## config.mk

```make
export PLATFORM = sky130hd
export DESIGN_NAME = z3_cycle_ctrl
export DESIGN_NICKNAME = d
export VERILOG_FILES = /design/src/rtl/z3_pkg.sv /design/src/rtl/z3_cycle_ctrl_sync2.sv /design/src/rtl/z3_cycle_ctrl.sv
export SDC_FILE = /design/constraint.sdc
export NUM_CORES = 1
export LEC_CHECK = 0
export BUFFER_PORTS_ARGS = -buffer_cell sky130_fd_sc_hd__buf_4
export CAP_MARGIN = 20
export CORE_MARGIN = 2
export CORE_UTILIZATION = 43
export CTS_BUF_LIST = sky130_fd_sc_hd__clkbuf_16
export CTS_CLUSTER_SIZE = 40
export DETAILED_ROUTE_END_ITERATION = 16
export PLACE_DENSITY = 0.87
export SLEW_MARGIN = 5
export SYNTH_ARGS = -nofsm -noshare
export SYNTH_HDL_FRONTEND = slang
export SYNTH_SLANG_ARGS = --single-unit
```

## constraint.sdc

```tcl
create_clock -name CLK -period 1.8 [get_ports CLK]
set_clock_uncertainty 0.05 [all_clocks]
set_input_delay 0.09 -clock CLK [delete_from_list [all_inputs] [get_ports CLK]]
set_output_delay 0.09 -clock CLK [all_outputs]
set_load 0.02 [all_outputs]
```

## src/rtl/z3_pkg.sv

```systemverilog
// Shared types and constants for the Zorro III slave cycle sequencer.
package z3_pkg;

   typedef enum logic [2:0] {
      IDLE     = 3'd0,
      DECODE   = 3'd1,
      AC       = 3'd2,
      SCSI     = 3'd3,
      ACK      = 3'd4,
      ERR      = 3'd5,
      WAIT_END = 3'd6
   } state_t;

   localparam logic [7:0] AC_BASE_DEF = 8'hFF;
   localparam int         TMO_W       = 8;

endpackage

```

## src/rtl/z3_cycle_ctrl_sync2.sv

```systemverilog
// Two-flop synchroniser, clears to 0 on reset.
module sync2 (
   input  logic clk,
   input  logic rst_n,
   input  logic d,
   output logic q
);

   logic s1;

   always_ff @(posedge clk or negedge rst_n) begin
      if (!rst_n) begin
         s1 <= 1'b0;
         q  <= 1'b0;
      end else begin
         s1 <= d;
         q  <= s1;
      end
   end

endmodule

```

## src/rtl/z3_cycle_ctrl.sv

```systemverilog
// Zorro III slave bus-cycle sequencer (autoconfig / SCSI space).
// Define Z3_TIMEOUT_EN to terminate hung cycles with BERR_n.
import z3_pkg::*;

module z3_cycle_ctrl #(
   parameter int         TIMEOUT_CYCLES = 64,
   parameter logic [7:0] AC_BASE        = AC_BASE_DEF
) (
   input  logic       CLK,
   input  logic       RESET_n,
   input  logic       FCS_n,
   input  logic       READ,
   input  logic [7:0] ADDR,
   input  logic       CFGIN_n,
   input  logic       configured,
   input  logic [7:0] scsi_base_addr,
   input  logic       ac_dtack,
   input  logic       scsi_ack,
   output logic       autoconfig_cycle,
   output logic       scsi_req,
   output logic       SLAVE_n,
   output logic       DTACK_n,
   output logic       BERR_n,
   output logic       buf_oe_n,
   output logic       buf_dir
);

   logic   fcs_raw;
   logic   fcs;
   logic   tmo;
   state_t state;
   state_t state_d;

   assign fcs_raw = ~FCS_n;

   sync2 u_sync (
      .clk   (CLK),
      .rst_n (RESET_n),
      .d     (fcs_raw),
      .q     (fcs)
   );

`ifdef Z3_TIMEOUT_EN
   logic [TMO_W-1:0] cnt;

   // DECODE always precedes AC/SCSI, so clearing there means cnt=0 on entry
   always_ff @(posedge CLK or negedge RESET_n) begin
      if (!RESET_n) begin
         cnt <= '0;
      end else if (state == DECODE) begin
         cnt <= '0;
      end else if (state == AC || state == SCSI) begin
         cnt <= cnt + 1'b1;
      end
   end

   assign tmo = (cnt == TMO_W'(TIMEOUT_CYCLES - 1));
`else
   logic [31:0] unused_tmo;

   assign unused_tmo = 32'(TIMEOUT_CYCLES);
   assign tmo        = 1'b0;
`endif

   always_comb begin
      state_d = state;
      if (state != IDLE && !fcs) begin
         state_d = IDLE;
      end else begin
         unique case (state)
            IDLE:
               if (fcs) state_d = DECODE;
            DECODE:
               if (ADDR == AC_BASE && !CFGIN_n && !configured)
                  state_d = AC;
               else if (configured && ADDR == scsi_base_addr)
                  state_d = SCSI;
               else
                  state_d = WAIT_END;
            AC:
               if (ac_dtack)  state_d = ACK;
               else if (tmo)  state_d = ERR;
            SCSI:
               if (scsi_ack)  state_d = ACK;
               else if (tmo)  state_d = ERR;
            default: ;
         endcase
      end
   end

   logic acc_d, req_d, slave_d, dtack_d, berr_d, oe_d, dir_d;

   // outputs are a registered decode of the next state
   always_comb begin
      acc_d   = 1'b0;
      req_d   = 1'b0;
      slave_d = 1'b1;
      dtack_d = 1'b1;
      berr_d  = 1'b1;
      oe_d    = 1'b1;
      dir_d   = 1'b0;
      unique case (state_d)
         AC: begin
            acc_d   = 1'b1;
            slave_d = 1'b0;
            oe_d    = 1'b0;
            dir_d   = READ;
         end
         SCSI: begin
            req_d   = 1'b1;
            slave_d = 1'b0;
            oe_d    = 1'b0;
            dir_d   = READ;
         end
         ACK: begin
            slave_d = 1'b0;
            dtack_d = 1'b0;
            oe_d    = 1'b0;
            dir_d   = buf_dir;
         end
         ERR: begin
            slave_d = 1'b0;
            berr_d  = 1'b0;
         end
         default: ;
      endcase
   end

   always_ff @(posedge CLK or negedge RESET_n) begin
      if (!RESET_n) begin
         state            <= IDLE;
         autoconfig_cycle <= 1'b0;
         scsi_req         <= 1'b0;
         SLAVE_n          <= 1'b1;
         DTACK_n          <= 1'b1;
         BERR_n           <= 1'b1;
         buf_oe_n         <= 1'b1;
         buf_dir          <= 1'b0;
      end else begin
         state            <= state_d;
         autoconfig_cycle <= acc_d;
         scsi_req         <= req_d;
         SLAVE_n          <= slave_d;
         DTACK_n          <= dtack_d;
         BERR_n           <= berr_d;
         buf_oe_n         <= oe_d;
         buf_dir          <= dir_d;
      end
   end

endmodule

```

==> summary.txt <==
Run status
  – Outcome: complete, no violations

Yosys
  – Share of synthesized area spent on multiplexers: 0.0180
  – Leading cell type by number of instances after synthesis: sky130_fd_sc_hd__dfrtp_1
  – Number of flops mapped to enable cells by yosys: 0
  – Ranking of synthesized cells by area: sky130_fd_sc_hd__dfrtp_1 (32%), sky130_fd_sc_hd__dfstp_2 (17%), sky130_fd_sc_hd__xnor2_1 (8.4%), sky130_fd_sc_hd__nand4_1 (4.0%), sky130_fd_sc_hd__nor4_4 (3.4%)
  – Netlist area before placement: 626 µm²
  – Number of warnings printed during yosys synthesis: 0
  – Number of distinct library cell variants in the gate-level netlist after synthesis: 27
  – Top cell type's share of synthesized area: 0.320
  – XOR/XNOR Fraction of Synth Area: 0.112
  – Number of register bits inferred by synthesis: 12
  – Sequential fraction of the synthesis area: 0.488
  – Fraction of the mapped netlist area in simple logic gates: 0.164
  – Yosys top cell by area: sky130_fd_sc_hd__dfrtp_1
  – Fraction of registers with async set or reset after synthesis: 1.00
  – Post-synth net total: 84
  – Mean cell area of the mapped netlist: 10.4 µm²
  – Commonest cells in the netlist: sky130_fd_sc_hd__dfrtp_1 (8), sky130_fd_sc_hd__xnor2_1 (6), sky130_fd_sc_hd__nor2_1 (5)
  – Most used DFF post-synth: sky130_fd_sc_hd__dfrtp_1
  – Count of mapped cells out of synthesis: 60
  – Combinational family with the most area after synthesis: compound AO/OA/AOI/OAI gates
  – Complex-gate fraction of the synthesized area: 0.186
  – Adder-cell area share of the yosys netlist: 0

Global routing
  – Global-route wire length before repair: 2640 µm
  – Total GRT Usage: 0.200
  – Number of antenna violations at the first check in global routing: 0
  – Pin count of the biggest net entering global routing: 13
  – Final global-route overflow total: 0
  – Vias in the first global route: 623

Route
  – Total via count after detailed routing: 608
  – First-pass detailed-route iteration total: 4
  – Count of routing violations after the opening detailed-route iteration: 16
  – Drt via density: 5.58
  – DRC Markers: 0
  – Remaining number of nets flagged by the antenna check after routing: 0
  – Wire length per cell after detailed routing: 14.4 µm
  – Total Wirelength: 1570 µm

Setup path
  – Endpoint type of the worst setup path: flop
  – Top fanout value on the critical path: 8
  – R2r endpoint: buf_dir
  – Worst r2r src: state[1]
  – Beginning of the critical path: state[1]
  – Reg2Reg Setup Slack: 0.14 ns
  – Arrival @ worst endpoint: 1.78 ns
  – Standard cell with the maximum stage delay on the critical path: sky130_fd_sc_hd__dfrtp_1
  – Critical path capture point: buf_dir
  – Critical Path Source Type: flop
  – Start-to-end type of the worst setup path: flop to flop
  – Worst endpoint required time: 1.92 ns
  – Critical Path Max Stage Delay: 0.45 ns
  – Sequence of cells on the critical path: nor2b_1, o21ai_1, o41ai_1, a31oi_1, a32o_1
  – Reg2reg path depth: 5

Cells and area
  – Non-filler instance count after layout: 109
  – Syn-to-layout area delta: 53.6%
  – Number of inserted diodes: 0
  – Fraction of final layout cells with drive strength greater than 1: 0.436
  – Post-layout nets: 120

Placement
  – Sum of net half-perimeters after detailed placement: 1190 µm
  – Number of I/O port buffers: 30
  – Final weighted congestion in routability-driven placement: 0.804
  – Post-Place Cells: 104

STA
  – Number of endpoints with negative hold slack in the final report: 0
  – Period Utilization, post-route: 0.920
  – Peak Freq: 604 MHz
  – Total negative setup slack: 0 ns
  – Setup violations, final: 0
  – Clock period minus final worst setup slack: 1.66 ns
  – Slew Viols, Final: 0
  – Setup repair after global routing missed its margin: no
  – Transition time of the tightest slew-check pin: 0.405 ns
  – Max-slew headroom: 0.726

Clock network
  – Clock root buffer: sky130_fd_sc_hd__clkbuf_16
  – Number of buffers inserted during clock tree synthesis: 3
  – # Post-CTS Setup Buffers: 0
  – Clock sink count: 12
  – CTS tree: yes
  – Maximum buffer depth of the clock tree: 2
  – Clock-pin slew on the worst setup and hold paths: 0.04 ns
  – Clock latency on the worst-skew pair: 0.24 ns
  – Deepest level of the CTS H-tree: 1

Power
  – Worst-case vdd ir drop: 1.23 mV
  – Design internal power: 0.894 mW
  – Clk pwr share: 0.291
  – Power per Cell Area: 1420 nW/µm²
  – Leakage: 0.432 nW
  – Switching share of power: 0.344
  – Sequential power share: 0.336
  – Switching power: 0.468 mW
  – Share of total power in combinational logic: 0.374

Die
  – Die outline height: 42.1 µm
  – Floorplan die area: 1780 µm²
  – Number of placement rows: 13
  – Core Footprint: 1330 µm²
  – Top Ports: 31
  – Width of the die: 42.1 µm
  – Starting Density: 0.469

Job
  – Max-Cap Viols: 0

Worst hold path
  – Tightest Hold Check Type: primary input to flop
## power by group through the flow
stage               registers, mW  logic, mW  clock network, mW
floorplan                   0.484      0.288                  0
global placement            0.447      0.489                  0
detailed placement          0.453      0.498                  0
CTS                         0.451      0.508              0.405
global route                0.471      0.560              0.410
finish                      0.457      0.509              0.396
## per-stage QoR
stage,setup slack [ns],power [mW],util,instance area [µm²],hold slack (ns)
final,0.144,1.36,0.720,961,0.0338
after global routing,0.0462,1.44,0.720,961,0.0508
after CTS,0.141,1.36,0.720,960,0.0323
after detailed placement,0.190,0.951,0.648,865,-0.114
after global placement,0.221,0.936,0.648,865,-0.119
after floorplan,0.274,0.772,-,626,-0.256
## flip-flops by register name (all words and copies together) (netlist names)
name              count
SLAVE_n               1
BERR_n                1
autoconfig_cycle      1
buf_oe_n              1
u_sync.s1             1
u_sync.q              1
buf_dir               1
scsi_req              1
state                 3
DTACK_n               1
## worst max-delay path, delay by kind of cell, from the launching register on
family          cells  cell delay [ns]
flops               1             0.45
simple gates        1             0.18
compound gates      4             0.91
## timing repair
action / CTS / global route
resized for setup: 0 / 1
endpoints found under the setup margin: 0 / 2
hold buffers: 2 / 0
endpoints found under the hold margin: 13 / 0
## cell families after synthesis
family                    after synthesis
muxes                                   1
buffers and inverters                   5
AOI/OAI and AO/OA                      17
DFF                                    12
and+or+nand+nor                        17
xor gates and xnor gates                8
## per-layer routing
metal  wire length, µm  track usage  up-vias  share of wire
li1                  -            -      287              -
met1               652        0.242      295           0.42
met2               792        0.309       22           0.51
met3                95       0.0690        4          0.061
met4                27        0.113        0          0.017
met5                 0            0        -              0
## worst min-delay path by stage
stage | from | endpoint | cells past startpoint
2_1_floorplan | RESET_n | autoconfig_cycle | 0
3_3_place_gp | RESET_n | state[1] | 1
3_5_place_dp | RESET_n | state[1] | 1
4_1_cts | READ | buf_dir | 2
5_1_grt | READ | buf_dir | 2
6_report | READ | buf_dir | 2
## cell usage in the layout, fill, tap and decap left out, drive strengths merged, types with 2 or more instances in the layout
cell type,n
buf,30
o41ai,2
clkbuf,3
dlygate4sd3,2
nand2,2
xor2,2
nand4,4
o21ai,4
dfstp,4
a21oi,4
inv,4
nor2,5
xnor2,6
dfrtp,8
## cell type report
cell class              instances  area [µm²]
multi-input cells              43         300
flip-flops and latches         12         307
well taps                      15        18.8
clock buffers                   3        75.1
repair buffers                 32         245
fillers                       100         373
inverters                       4        15.0
No activity file was read; power rests on OpenSTA's default activity.
